### src/rtl/state_sequencer_if.sv
// Status/control bundle between the multicycle datapath and the state sequencer.
// The datapath drives the master side and the sequencer uses the slave side.
interface state_sequencer_if #(
    parameter int STATE_W = 5,
    parameter int IR_W    = 16
);
    // Handshake: mem_ready is a one-cycle "access complete" strobe from memory.
    // The sequencer holds in a memory-wait state while mem_ready=0 and advances
    // in the first cycle it samples mem_ready=1. There is no back-pressure path.
    logic [IR_W-1:0]    IR;
    logic               compare;
    logic               carry_flag;
    logic               zero_flag;
    logic               mem_ready;
    logic [STATE_W-1:0] state_id;
    logic               instr_done;
    logic               illegal;
    logic [2:0]         lm_idx;

    modport master (
        output IR, compare, carry_flag, zero_flag, mem_ready,
        input  state_id, instr_done, illegal, lm_idx
    );

    modport slave (
        input  IR, compare, carry_flag, zero_flag, mem_ready,
        output state_id, instr_done, illegal, lm_idx
    );
endinterface

### src/rtl/state_sequencer.sv
// Next-state engine of the multicycle RISC core: decodes IR and steps the control states.
// Optional LM/SM multi-register transfers are enabled by defining SEQ_LMSM_EN.
module state_sequencer #(
    parameter int STATE_W = 5,
    parameter int IR_W    = 16,
    parameter int MASK_W  = 8
) (
    input  logic              clk,
    input  logic              reset,
    state_sequencer_if.slave  bus
);
    localparam logic [STATE_W-1:0] S_FETCH     = STATE_W'(0);
    localparam logic [STATE_W-1:0] S_DECODE    = STATE_W'(1);
    localparam logic [STATE_W-1:0] S_EXEC_R    = STATE_W'(2);
    localparam logic [STATE_W-1:0] S_WB_R      = STATE_W'(3);
    localparam logic [STATE_W-1:0] S_EXEC_I    = STATE_W'(4);
    localparam logic [STATE_W-1:0] S_WB_I      = STATE_W'(5);
    localparam logic [STATE_W-1:0] S_EXEC_N    = STATE_W'(6);
    localparam logic [STATE_W-1:0] S_LHI_WB    = STATE_W'(7);
    localparam logic [STATE_W-1:0] S_ADDR      = STATE_W'(8);
    localparam logic [STATE_W-1:0] S_MEM_RD    = STATE_W'(9);
    localparam logic [STATE_W-1:0] S_WB_MEM    = STATE_W'(10);
    localparam logic [STATE_W-1:0] S_MEM_WR    = STATE_W'(11);
    localparam logic [STATE_W-1:0] S_BEQ_CMP   = STATE_W'(12);
    localparam logic [STATE_W-1:0] S_BEQ_TAKEN = STATE_W'(13);
    localparam logic [STATE_W-1:0] S_JAL_LINK  = STATE_W'(14);
    localparam logic [STATE_W-1:0] S_JAL_PC    = STATE_W'(15);
    localparam logic [STATE_W-1:0] S_JLR_PC    = STATE_W'(16);
    localparam logic [STATE_W-1:0] S_LMSM_SCAN = STATE_W'(18);
    localparam logic [STATE_W-1:0] S_LM_RD     = STATE_W'(19);
    localparam logic [STATE_W-1:0] S_LM_WB     = STATE_W'(20);
    localparam logic [STATE_W-1:0] S_SM_WR     = STATE_W'(21);
    localparam logic [STATE_W-1:0] S_TRAP      = STATE_W'(22);

    localparam logic [3:0] OP_ADD = 4'b0000;
    localparam logic [3:0] OP_ADI = 4'b0001;
    localparam logic [3:0] OP_NDU = 4'b0010;
    localparam logic [3:0] OP_LHI = 4'b0011;
    localparam logic [3:0] OP_LW  = 4'b0100;
    localparam logic [3:0] OP_SW  = 4'b0101;
    localparam logic [3:0] OP_LM  = 4'b0110;
    localparam logic [3:0] OP_SM  = 4'b0111;
    localparam logic [3:0] OP_JAL = 4'b1000;
    localparam logic [3:0] OP_JLR = 4'b1001;
    localparam logic [3:0] OP_BEQ = 4'b1100;

    if (STATE_W < 5 || MASK_W < 1 || MASK_W > 8) begin : g_bad_param
        $error("state_sequencer: STATE_W must be >= 5 and MASK_W in 1..8");
    end

    logic [STATE_W-1:0] state;
    logic [STATE_W-1:0] state_nxt;
    logic               done_r;
    logic               done_nxt;
    logic               illegal_r;
    logic               illegal_nxt;
    logic [3:0]         opcode;
    logic               cond_ok;

    assign opcode = bus.IR[IR_W-1:IR_W-4];

    // ADD/NDU predication: 10 needs C, 01 needs Z, 00/11 always execute.
    always_comb begin
        case (bus.IR[1:0])
            2'b10:   cond_ok = bus.carry_flag;
            2'b01:   cond_ok = bus.zero_flag;
            default: cond_ok = 1'b1;
        endcase
    end

`ifdef SEQ_LMSM_EN
    logic [MASK_W-1:0] mask;
    logic [2:0]        lm_idx_r;
    logic [2:0]        low_idx;

    always_comb begin
        low_idx = 3'd0;
        for (int i = MASK_W - 1; i >= 0; i--) begin
            if (mask[i]) low_idx = 3'(i);
        end
    end
`endif

    // State register
    always_ff @(posedge clk) begin
        if (reset) begin
            state     <= S_FETCH;
            done_r    <= 1'b0;
            illegal_r <= 1'b0;
        end else begin
            state     <= state_nxt;
            done_r    <= done_nxt;
            illegal_r <= illegal_nxt;
        end
    end

    // Next-state logic
    always_comb begin
        state_nxt = S_TRAP;
        case (state)
            S_FETCH:  state_nxt = bus.mem_ready ? S_DECODE : S_FETCH;
            S_DECODE: begin
                case (opcode)
                    OP_ADD:  state_nxt = cond_ok ? S_EXEC_R : S_FETCH;
                    OP_NDU:  state_nxt = cond_ok ? S_EXEC_N : S_FETCH;
                    OP_ADI:  state_nxt = S_EXEC_I;
                    OP_LHI:  state_nxt = S_LHI_WB;
                    OP_LW:   state_nxt = S_ADDR;
                    OP_SW:   state_nxt = S_ADDR;
                    OP_BEQ:  state_nxt = S_BEQ_CMP;
                    OP_JAL:  state_nxt = S_JAL_LINK;
                    OP_JLR:  state_nxt = S_JAL_LINK;
`ifdef SEQ_LMSM_EN
                    OP_LM:   state_nxt = S_LMSM_SCAN;
                    OP_SM:   state_nxt = S_LMSM_SCAN;
`endif
                    default: state_nxt = S_TRAP;
                endcase
            end
            S_EXEC_R:    state_nxt = S_WB_R;
            S_EXEC_N:    state_nxt = S_WB_R;
            S_WB_R:      state_nxt = S_FETCH;
            S_EXEC_I:    state_nxt = S_WB_I;
            S_WB_I:      state_nxt = S_FETCH;
            S_LHI_WB:    state_nxt = S_FETCH;
            S_ADDR:      state_nxt = (opcode == OP_LW) ? S_MEM_RD : S_MEM_WR;
            S_MEM_RD:    state_nxt = bus.mem_ready ? S_WB_MEM : S_MEM_RD;
            S_WB_MEM:    state_nxt = S_FETCH;
            S_MEM_WR:    state_nxt = bus.mem_ready ? S_FETCH : S_MEM_WR;
            S_BEQ_CMP:   state_nxt = bus.compare ? S_BEQ_TAKEN : S_FETCH;
            S_BEQ_TAKEN: state_nxt = S_FETCH;
            S_JAL_LINK:  state_nxt = (opcode == OP_JAL) ? S_JAL_PC : S_JLR_PC;
            S_JAL_PC:    state_nxt = S_FETCH;
            S_JLR_PC:    state_nxt = S_FETCH;
`ifdef SEQ_LMSM_EN
            S_LMSM_SCAN: begin
                if (mask == '0)          state_nxt = S_FETCH;
                else if (opcode == OP_LM) state_nxt = S_LM_RD;
                else                      state_nxt = S_SM_WR;
            end
            S_LM_RD:     state_nxt = bus.mem_ready ? S_LM_WB : S_LM_RD;
            S_LM_WB:     state_nxt = S_LMSM_SCAN;
            S_SM_WR:     state_nxt = bus.mem_ready ? S_LMSM_SCAN : S_SM_WR;
`endif
            default:     state_nxt = S_TRAP;
        endcase
    end

    // Output logic: done marks the first FETCH cycle after any instruction state.
    always_comb begin
        done_nxt    = (state_nxt == S_FETCH) && (state != S_FETCH);
        illegal_nxt = illegal_r | (state_nxt == S_TRAP);
    end

`ifdef SEQ_LMSM_EN
    always_ff @(posedge clk) begin
        if (reset) begin
            mask     <= '0;
            lm_idx_r <= 3'd0;
        end else begin
            case (state)
                S_DECODE: if (opcode == OP_LM || opcode == OP_SM) mask <= bus.IR[MASK_W-1:0];
                S_LMSM_SCAN: if (mask != '0) lm_idx_r <= low_idx;
                S_LM_WB: mask[lm_idx_r] <= 1'b0;
                S_SM_WR: if (bus.mem_ready) mask[lm_idx_r] <= 1'b0;
                default: ;
            endcase
        end
    end

    assign bus.lm_idx = lm_idx_r;
`else
    assign bus.lm_idx = 3'd0;
`endif

    assign bus.state_id   = state;
    assign bus.instr_done = done_r;
    assign bus.illegal    = illegal_r;
endmodule

### src/flat_wrapper.sv
// flat-port wrapper written by rule: the top's interface ports become plain ports
module state_sequencer_flat 
#(
    parameter int STATE_W = 5,
    parameter int IR_W    = 16,
    parameter int MASK_W  = 8
)
  (clk, reset, bus_IR, bus_compare, bus_carry_flag, bus_zero_flag, bus_mem_ready, bus_state_id, bus_instr_done, bus_illegal, bus_lm_idx);
  state_sequencer_if #(.STATE_W(STATE_W), .IR_W(IR_W)) bus_i ();
  input  logic clk;
  input  logic reset;
  input wire logic [$bits(bus_i.IR)-1:0] bus_IR;
  input wire logic [$bits(bus_i.compare)-1:0] bus_compare;
  input wire logic [$bits(bus_i.carry_flag)-1:0] bus_carry_flag;
  input wire logic [$bits(bus_i.zero_flag)-1:0] bus_zero_flag;
  input wire logic [$bits(bus_i.mem_ready)-1:0] bus_mem_ready;
  output wire logic [$bits(bus_i.state_id)-1:0] bus_state_id;
  output wire logic [$bits(bus_i.instr_done)-1:0] bus_instr_done;
  output wire logic [$bits(bus_i.illegal)-1:0] bus_illegal;
  output wire logic [$bits(bus_i.lm_idx)-1:0] bus_lm_idx;
  assign bus_i.IR = bus_IR;
  assign bus_i.compare = bus_compare;
  assign bus_i.carry_flag = bus_carry_flag;
  assign bus_i.zero_flag = bus_zero_flag;
  assign bus_i.mem_ready = bus_mem_ready;
  assign bus_state_id = bus_i.state_id;
  assign bus_instr_done = bus_i.instr_done;
  assign bus_illegal = bus_i.illegal;
  assign bus_lm_idx = bus_i.lm_idx;
  state_sequencer #(.STATE_W(STATE_W), .IR_W(IR_W), .MASK_W(MASK_W)) u_core (.clk(clk), .reset(reset), .bus(bus_i));
endmodule
### config.mk
export PLATFORM = sky130hd
export DESIGN_NAME = state_sequencer_flat
export DESIGN_NICKNAME = d
export VERILOG_FILES = /design/src/rtl/state_sequencer_if.sv /design/src/rtl/state_sequencer.sv /design/src/flat_wrapper.sv
export SDC_FILE = /design/constraint.sdc
export NUM_CORES = 1
export LEC_CHECK = 0
export BUFFER_PORTS_ARGS = -buffer_cell sky130_fd_sc_hd__buf_2
export CORE_AREA = 5 5 44 46
export DETAILED_ROUTE_END_ITERATION = 16
export DIE_AREA = 0 0 49 51
export PLACE_DENSITY = 0.79
export SYNTH_ARGS = -nofsm -noshare
export SYNTH_HDL_FRONTEND = slang
export SYNTH_SLANG_ARGS = --single-unit
### constraint.sdc
create_clock -name clk -period 2.4 [get_ports clk]
set_input_delay 0.12 -clock clk [delete_from_list [all_inputs] [get_ports clk]]
set_output_delay 0.12 -clock clk [all_outputs]
set_load 0.01 [all_outputs]
==> summary.txt, run 1 <==
Status
  • Status: complete, no violations

Global routing
  • Initial antenna violation count: 0
  • Gr ovfl total: 0
  • First-pass GRT wire length: just under 3 mm
  • Vias in the first global route: about 650
  • Largest net degree at the start of global routing: 14
  • GRT Overall Usage: ~14%

Critical path
  • CP max FO: 12
  • WP data required: around 2600 ps
  • R2r endpoint: u_core.bus.instr_done$_SDFF_PP0_
  • CP Launch Type: register
  • Critical R2R Launch: u_core.bus.state_id[2]$_SDFF_PP0_
  • Flop2flop setup slack: between 600 and 700 ps
  • Slowest stage cell, crit path: or4_1
  • Critical path type: register to register
  • Worst path max stage delay: 600 ps
  • Critical path arrival: ~1900 ps
  • CP endpoint kind: register
  • Cell breakdown of the critical path: or4_1 -> a32oi_1 -> o211ai_1 -> nor4_2
  • R2R depth: 4

Power and ir drop
  • Total power: between 800 and 900 uW
  • Int Power: around 440 uW
  • Sequential share of power: between 30% and 40%
  • PwrDens: 1040 nW/um2
  • Gate power share: between 50 and 60%
  • Clock network power share: 13.1%
  • Sw Ratio: a little under half
  • Worst vdd ir: between 500 and 600 uV
  • NetSw: 367 uW
  • Leakage: ~0.35 nW

Hold path
  • HP Start: reset
  • Hold EP: u_core.bus.state_id[0]$_SDFF_PP0_
  • Tightest Hold Check Type: primary input to register
  • Hold path cells: 2

Logic synthesis
  • Post-synth top area share: between 20 and 25%
  • Post-synthesis async set-or-reset flop share: 0%
  • Mapped cell area: 674 um2
  • Post-synth EDFFs: 0
  • Post-synth top flop: dfxtp_1
  • Post-Synth Simple-Gate Area: 35.1%
  • Distinct cells, synth: 41
  • Xor/xnor share of the synthesized area: 0%
  • Post-Syn Instances: 83
  • Adder-cell share of the synthesized area: under 10%
  • Synth cell count leaders: 10 x nor2_1, 7 x dfxtp_1, 5 x nor2b_1
  • Seq/Total Area, Yosys: about a fifth
  • Most common cell in the synthesized netlist: nor2_1
  • Synth area leader: dfxtp_1
  • Dominant cells by area after synthesis: dfxtp_1 21%, nor2_1 5.6%, nor2b_1 4.6%
  • Largest family of logic cells by synthesized area: simple AND/OR/NAND/NOR gates
  • Mux contribution to synthesized area: 1.48%
  • Flops & latches, synth: 7
  • Synth warn: 0
  • Avg Inst Size Synth: ~8.1 um2
  • Area fraction in compound gates after synthesis: about 30%

Detailed routing
  • Antenna-violating nets left: 0
  • Post-route DRC: 0
  • Drt pass-1 iters: 4
  • WL/cell: 14.7 um
  • Vias per cell: 6.18
  • Final wirelength: 1.72 mm
  • Vias: about 720
  • Initial drt markers: 19

Final layout
  • Nets: 126
  • P&R area growth vs syn: 15.0%
  • Share of layout cells above drive strength 1: 27.7%
  • Final instance area: between 700 and 800 um2
  • Number of diodes: 0
  • Fill count: around 140

STA
  • Max frequency: about 570 MHz
  • Post-route clock period utilization: around 72%
  • Clock Skew: 4.59 ps
  • Post-route minimum period: 1740 ps
  • Sum Neg Setup Slack: 0 ps
  • Endpoints failing hold: 0
  • Unrepaired setup endpoints after global routing: no
  • Pins Over Slew Limit: 0
  • Final setup fails: 0

CTS
  • H-tree Lvls: 1
  • CTS tree: done
  • CTS root buf: clkbuf_4
  • Setup bufs post-CTS: 0
  • Num CTS Buffers: 3
  • Clock-pin slew on the worst setup and hold paths: 50 ps
  • Hold-fix buffers at CTS: 0
  • CTS sink cnt: 7
  • Longest Clk Path Bufs: 2
  • Worst skew pair latency: ~250 ps
  • Post_cts resized: 0

Run
  • Max-cap violations: 0

Die
  • IO Pins: 32
  • Die H: a little over 50 um
  • Die area: 2500 um2
  • Floorplan row count: 14
  • CORE AREA: between 1000 and 1500 um2
  • Die width: about 50 um
  • Initial Util: 45.8%

Placement
  • Port bufs: 18
  • Post-DP Area: 749 um2
  • DP HPWL: between 1 and 1.5 mm
  • Gp weighted congestion: 0.849
==> power groups by stage <==
stage	registers [mW]	logic, mW	clock network [mW]
finish	0.244	0.455	0.105
global route	0.254	0.498	0.122
CTS	0.241	0.455	0.108
detailed placement	0.242	0.453	0
global placement	0.239	0.439	0
floorplan	0.215	0.375	0
==> metal layers <==
metal | share of wire [%] | GRT usage [%] | routed length [um]
met1 | 40 | 15.9 | 689
met4 | 0 | 1.35 | 0
met2 | 55 | 26.3 | 953
met3 | 4.6 | 4.07 | 80
met5 | 0 | 0 | 0
==> layout by cell type, fill, tap and decap left out, types with 3 or more instances in the layout <==
| cell type | instances |
|---|---|
| dfxtp_1 | 7 |
| inv_1 | 4 |
| nor2_1 | 10 |
| clkbuf_4 | 3 |
| o21ai_0 | 3 |
| nand3_1 | 4 |
| conb_1 | 3 |
| nand2_1 | 4 |
| and3_1 | 3 |
| buf_2 | 18 |
| a31oi_1 | 3 |
| nand2b_1 | 3 |
| nor2b_1 | 5 |
| nand4_1 | 3 |
==> sequential cells by signal (all words and copies together), names as in the netlist <==
register,count
u_core.bus.illegal,1
u_core.bus.state_id,5
u_core.bus.instr_done,1
==> final cells by class <==
class	count	area, um2	share of cell area, %
clock buffer	4	26.3	3.39
inverter	4	15.0	1.94
sequential	7	140	18.1
timing repair buffer	18	90.1	11.6
multi-input combinational	68	484	62.4
tap	16	20.0	2.58
==> worst max-delay path by stage <==
stage	from	endpoint	cells past startpoint
6_report	u_core.bus.state_id[2]$_SDFF_PP0_	u_core.bus.instr_done$_SDFF_PP0_	4
5_1_grt	u_core.bus.state_id[2]$_SDFF_PP0_	u_core.bus.instr_done$_SDFF_PP0_	4
4_1_cts	u_core.bus.state_id[2]$_SDFF_PP0_	u_core.bus.instr_done$_SDFF_PP0_	4
3_5_place_dp	bus_IR[0]	u_core.bus.instr_done$_SDFF_PP0_	8
3_3_place_gp	bus_IR[0]	u_core.bus.instr_done$_SDFF_PP0_	7
2_1_floorplan	u_core.bus.state_id[2]$_SDFF_PP0_	u_core.bus.instr_done$_SDFF_PP0_	5
==> through the flow <==
stage | hold slack, ps | cells | worst slack [ps] | utilization (%)
6_report | 137 | 117 | 661 | 52.7
2_1_floorplan | 189 | 85 | 773 | -
3_5_place_dp | 386 | 113 | 559 | 50.9
3_3_place_gp | 376 | 113 | 557 | 50.9
4_1_cts | 129 | 117 | 653 | 52.7
5_1_grt | 123 | 117 | 570 | 52.7
==> worst max-delay path, delay by kind of cell, from the launching register on <==
kind | cells | cell delay [ps]
compound gates | 2 | 330
flops | 1 | 430
simple gates | 2 | 890
==> cell families (layout without fill, tap and decap cells) <==
group,after synthesis,count (layout)
flops,7,7
mux,1,1
other cells,1,3
buf+inv,10,26
compound gates,22,22
fa+ha+maj,2,2
simple gates,40,40
No activity file was read; power rests on OpenSTA's default activity.
==> run 2, diff against run 1 <==
- CORE_AREA: 5 5 44 46 -> 5 5 45 47
- DIE_AREA: 0 0 49 51 -> 0 0 50 52
- PLACE_DENSITY: 0.79 -> 0.75
- clock period: 2.4 -> 1.64 ns (I/O delays scaled with it)
==> run 2 against run 1 <==
  * Total power is 65% higher
  * Maximum frequency is 11% higher
  * Via count is 0.55% lower
  * Clock power is 49% higher
  * Non-clock buffer count is 10 higher
  * Sequential share of layout area is 1.3 points lower
  * Combinational power is 87% higher
  * Flip-flop and latch count stayed put
  * Wire length is 0.41% lower
  * Cell count is 9.4% higher
  * Setup slack worse by 580 ps
  * Worst hold slack worse by 55 ps
  * Largest cell class unchanged
  * Highest routed layer is now met4
==> summary.txt, run 2 (synthesis results as in run 1) <==
Critical path
  • CP Launch Type: register
  • Flop2flop setup slack: 80 ps
  • Critical path type: register to register
  • Critical path arrival: approximately 1700 ps
  • WP data required: between 1500 and 2000 ps
  • CP max FO: 8
  • CP endpoint kind: register

Detailed routing
  • Met2 wire len: 821 um
  • Initial drt markers: 27
  • WL met1: roughly 700 um
  • Post-route DRC: 0
  • Antenna-violating nets left: 0
  • Met3 routed WL: around 170 um
  • Drt pass-1 iters: 4
  • Uppermost layer routed: met4
  • WL/cell: 13.4 um
  • Vias: ~720
  • Vias per cell: between 5 and 6
  • Final wirelength: between 1.5 and 2 mm

Placement
  • Gp weighted congestion: approximately 0.84
  • DP HPWL: ~1.4 mm
  • Pre-CTS setup slack: -163 ps
  • Port bufs: 18
  • Dpl cells: around 120

Die
  • CORE AREA: ~1600 um2
  • Die area: approximately 2600 um2
  • IO Pins: 32
  • Die H: around 52 um
  • Initial Util: between 40% and 50%
  • Die width: 50 um
  • Floorplan row count: 15

Final layout
  • Largest register FFs: 5
  • Number of diodes: 0
  • Share of layout cells above drive strength 1: 37.8%
  • Commonest non-fill, non-tap cell in the layout: buf_2
  • P&R area growth vs syn: 27.6%
  • Nets: 136
  • Area of the multi-input gates: between 400 and 500 um2
  • Util after Layout: between 50% and 60%
  • Fill count: 166
  • Most frequent cells in the layout: 18 x buf_2, 10 x nor2_1, 10 x buf_4, 5 x nor2b_1
  • Register area: approximately 140 um2
  • Fin cells: about 130

Power and ir drop
  • Gate power share: a little under two thirds
  • Leakage: between 0.4 and 0.5 nW
  • Int Power: between 700 and 800 uW
  • Sequential share of power: ~24%
  • Clock network power share: approximately an eighth
  • Worst vdd ir: roughly 920 uV
  • PwrDens: roughly 1500 nW/um2
  • NetSw: between 500 and 600 uW
  • Sw Ratio: about 43%
  • Total power: between 1 and 1.5 mW

Hold path
  • Tightest Hold Check Type: primary input to register

Global routing
  • Gr ovfl total: 0
  • Largest net degree at the start of global routing: 11
  • GRT Overall Usage: 13.8%
  • Vias in the first global route: 654
  • First-pass GRT wire length: about 2.8 mm
  • Initial antenna violation count: 0

CTS
  • Longest Clk Path Bufs: 2
  • H-tree Lvls: 1
  • Num CTS Buffers: 3
  • CTS tree: done
  • CTS root buf: clkbuf_4
  • Worst skew pair latency: between 200 and 300 ps
  • Clock-pin slew on the worst setup and hold paths: approximately 50 ps
  • CTS sink cnt: 7

STA
  • Fin worst setup slack: 76.6 ps
  • Worst hold slack: about 80 ps
  • Post-route clock period utilization: a little over nine tenths
  • Unrepaired setup endpoints after global routing: yes
  • Pins Over Slew Limit: 0
  • Endpoints failing hold: 0
  • Max frequency: between 600 and 700 MHz
  • Final setup fails: 0
  • Clock Skew: approximately 0.42 ps
  • Post-route minimum period: 1560 ps

Run
  • Max-cap violations: 0

Status
  • Status: complete, no violations
run 2: changes by cell type in the layout (fill, tap and decap cells not counted), sizes merged:
cell / before / now
buf: 18 / 28
run 2: timing repair:
action	in CTS	in global routing
hold endpoints to repair	0	0
gates cloned	0	0
hold buffers	0	0
buffers inserted	0	1
endpoints found under the setup margin	1	3
pin swaps	0	3
resized for setup	1	4
run 2: final timing paths:
check | from | to | cells after the start
max | u_core.bus.state_id[3]$_SDFF_PP0_ | u_core.bus.instr_done$_SDFF_PP0_ | 4
min | reset | u_core.bus.state_id[3]$_SDFF_PP0_ | 2
max reg2reg | u_core.bus.state_id[3]$_SDFF_PP0_ | u_core.bus.instr_done$_SDFF_PP0_ | 4
min reg2reg | u_core.bus.illegal$_SDFF_PP0_ | u_core.bus.illegal$_SDFF_PP0_ | 2
run 2: worst max-delay path, cell delays in order, from the launching register on:
cell and delay [ps]:
dfxtp_2 360, or4_4 520, a32oi_1 160, o211ai_1 170, nor4_2 270
run 2: layout make-up:
type	count	area share [%]
sequential	7	16.7
timing repair buffer	28	19.2
clock buffer	4	3.05
inverter	4	1.74
multi-input combinational	68	56.8
tap	17	2.47
run 2: routing by layer:
layer	vias to the layer above	global-route usage, %
met3	4	4.87
met2	37	21.5
met4	0	6.55
li1	357	-
met5	-	0
met1	321	16.6
run 2: per-stage QoR:
step	cell area [um2]	setup TNS, ps
2_1_floorplan	682	0
3_3_place_gp	818	-290
3_5_place_dp	818	-370
4_1_cts	846	0
5_1_grt	861	-25.6
6_report	861	0
run 2: power groups by stage:
stage          Combinational, mW  Sequential [mW]  Clock [mW]
2_1_floorplan              0.549            0.314           0
3_3_place_gp               0.799            0.315           0
3_5_place_dp               0.815            0.314           0
4_1_cts                    0.821            0.312       0.164
5_1_grt                    0.933            0.335       0.180
6_report                   0.849            0.325       0.156
==> run 3, diff against run 2 <==
- GPL_TIMING_DRIVEN: not set -> 0
==> run 3 against run 2 <==
  * Flip-flop and latch count unchanged
  * Maximum frequency down 1.4%
  * Sequential share of layout area up 0.82 points
  * Count of clock-buffer cells in the layout unchanged
  * Register-to-register slack worse by 20 ps
  * First-iteration DRC count down 37%
  * Critical path depth unchanged
  * Sequential power up 10%
  * Via count is 2.4% higher
==> summary.txt, run 3 (synthesis results as in run 1) <==
STA
  • Endpoints failing hold: 0
  • Sum Neg Setup Slack: 0 ps
  • Post-route minimum period: around 1600 ps
  • Pins Over Slew Limit: 0
  • Post-route clock period utilization: between 90% and 100%
  • Final setup fails: 0
  • Unrepaired setup endpoints after global routing: yes
  • Worst hold slack: between 70 and 80 ps
  • Clock Skew: about 7.6 ps
  • Max frequency: around 630 MHz

Global routing
  • GRT Overall Usage: 12.9%
  • Gr ovfl total: 0
  • Vias in the first global route: between 600 and 700
  • First-pass GRT wire length: 2.67 mm
  • Initial antenna violation count: 0
  • Largest net degree at the start of global routing: 14

Detailed routing
  • Initial drt markers: 17
  • Final wirelength: 1.73 mm
  • Antenna-violating nets left: 0
  • Drt pass-1 iters: 4
  • Vias: between 700 and 800
  • WL/cell: 13.7 um
  • Post-route DRC: 0
  • Vias per cell: ~5.8

Critical path
  • WP data required: roughly 1800 ps
  • Critical path arrival: around 1800 ps
  • CP max FO: 6
  • Slowest stage cell, crit path: or4_4
  • Worst path max stage delay: between 500 and 600 ps
  • CP Launch Type: register
  • Flop2flop setup slack: 50 ps
  • R2R depth: 4
  • Critical R2R Launch: u_core.bus.state_id[3]$_SDFF_PP0_
  • Crit path to: u_core.bus.instr_done$_SDFF_PP0_
  • CP endpoint kind: register
  • Worst setup path startpoint: u_core.bus.state_id[3]$_SDFF_PP0_
  • Crit-path leading delay family: simple AND/OR/NAND/NOR gates
  • Bufs and invs on worst path: 0
  • Cell breakdown of the critical path: or4_4 -> a32oi_2 -> o211ai_1 -> nor4_2
  • Crit path depth: 4
  • R2r endpoint: u_core.bus.instr_done$_SDFF_PP0_
  • Critical path type: register to register

Power and ir drop
  • Worst vdd ir: around 830 uV
  • Sequential share of power: ~28%
  • NetSw: roughly 570 uW
  • Clock network power share: a little under an eighth
  • Sw Ratio: between 40% and 50%
  • Int Power: about 730 uW
  • PwrDens: 1510 nW/um2
  • Gate power share: approximately three fifths
  • Total power: roughly 1.3 mW
  • Leakage: a little over 0.4 nW

Final layout
  • Number of diodes: 0
  • Largest register FFs: 5
  • Commonest non-fill, non-tap cell in the layout: buf_2
  • P&R area growth vs syn: 28.0%
  • Final instance area: between 800 and 900 um2
  • Most frequent cells in the layout: 18 x buf_2, 10 x nor2_1, 7 x buf_4, 5 x nor2b_1
  • Share of layout cells above drive strength 1: between 40% and 50%
  • Fill count: 160
  • Nets: approximately 130

Hold path
  • Tightest Hold Check Type: primary input to register

Die
  • Die area: approximately 2600 um2
  • Die H: ~52 um
  • CORE AREA: ~1600 um2
  • IO Pins: 32
  • Die width: 50 um
  • Initial Util: roughly two fifths
  • Floorplan row count: 15

Placement
  • Post-DP Area: a little under 800 um2
  • Gp weighted congestion: 0.788
  • DP HPWL: between 1 and 1.5 mm
  • Port bufs: 18

CTS
  • CTS root buf: clkbuf_4
  • Num CTS Buffers: 3
  • CTS sink cnt: 7
  • Hold-fix buffers at CTS: 0
  • Longest Clk Path Bufs: 2
  • H-tree Lvls: 1
  • Clock-pin slew on the worst setup and hold paths: 60 ps
  • CTS tree: done
  • Worst skew pair latency: around 250 ps

Run
  • Max-cap violations: 0

Status
  • Status: complete, no violations
[run 3: changes by cell type in the layout (fill, tap and decap cells not counted)]
cell and change:
dfxtp_4 +2, nor4_2 +1, clkbuf_2 +1, a32oi_2 +1, dfxtp_1 -2, buf_4 -3, a2111oi_0 +1, nor4_1 -1
a32oi_1 -1, a2111oi_1 -1
[run 3: area by class of cell]
class	count	area, um2	area share [%]
Multi-Input combinational cell	68	502	58.1
Sequential cell	7	151	17.5
Timing Repair Buffer	23	125	14.5
Clock buffer	4	26.3	3.04
Buffer	3	22.5	2.61
Tap cell	17	21.3	2.46
Inverter	4	15.0	1.74
[run 3: timing repair]
item | in CTS | in global routing
buffers inserted | 1 | 4
hold endpoints to repair | 0 | 0
setup endpoints to repair | 2 | 2
resized for setup | 4 | 6
pin swaps | 2 | 3
[run 3: worst min path at each step]
stage | endpoint | startpoint | cells past startpoint
2_1_floorplan | u_core.bus.state_id[0]$_SDFF_PP0_ | reset | 1
5_1_grt | u_core.bus.state_id[0]$_SDFF_PP0_ | reset | 2
3_3_place_gp | u_core.bus.state_id[0]$_SDFF_PP0_ | reset | 2
3_5_place_dp | u_core.bus.state_id[0]$_SDFF_PP0_ | reset | 2
4_1_cts | u_core.bus.state_id[0]$_SDFF_PP0_ | reset | 2
6_report | u_core.bus.state_id[0]$_SDFF_PP0_ | reset | 2
[run 3: worst register-to-register path, stage by stage (launching register included)]
cell      delay (ps)
dfxtp_4          360
or4_4            540
a32oi_2          170
o211ai_1         160
nor4_2           280
[run 3: power groups by stage]
stage	Combinational [mW]	Clock, mW	Sequential [mW]
finish	0.786	0.155	0.359
global route	0.859	0.167	0.368
CTS	0.708	0.159	0.361
detailed placement	0.760	0	0.299
global placement	0.749	0	0.295
floorplan	0.549	0	0.314
[run 3: routing by layer]
metal | wire [um] | share of wire (%) | GRT usage [%]
met1 | 672 | 39 | 14.7
met2 | 901 | 52 | 23.8
met3 | 152 | 8.8 | 3.44
met4 | 0 | 0 | 2.62
met5 | 0 | 0 | 0
[run 3: metrics by stage]
| stage | util [%] | instances | setup slack (ps) |
|---|---|---|---|
| after global placement | 49.1 | 120 | -167 |
| after detailed placement | 49.1 | 120 | -146 |
| after CTS | 50.5 | 122 | 6.93 |
| final | 53.5 | 126 | 54.1 |
| after global routing | 53.5 | 126 | -39.1 |
| after floorplan | - | 85 | 12.6 |
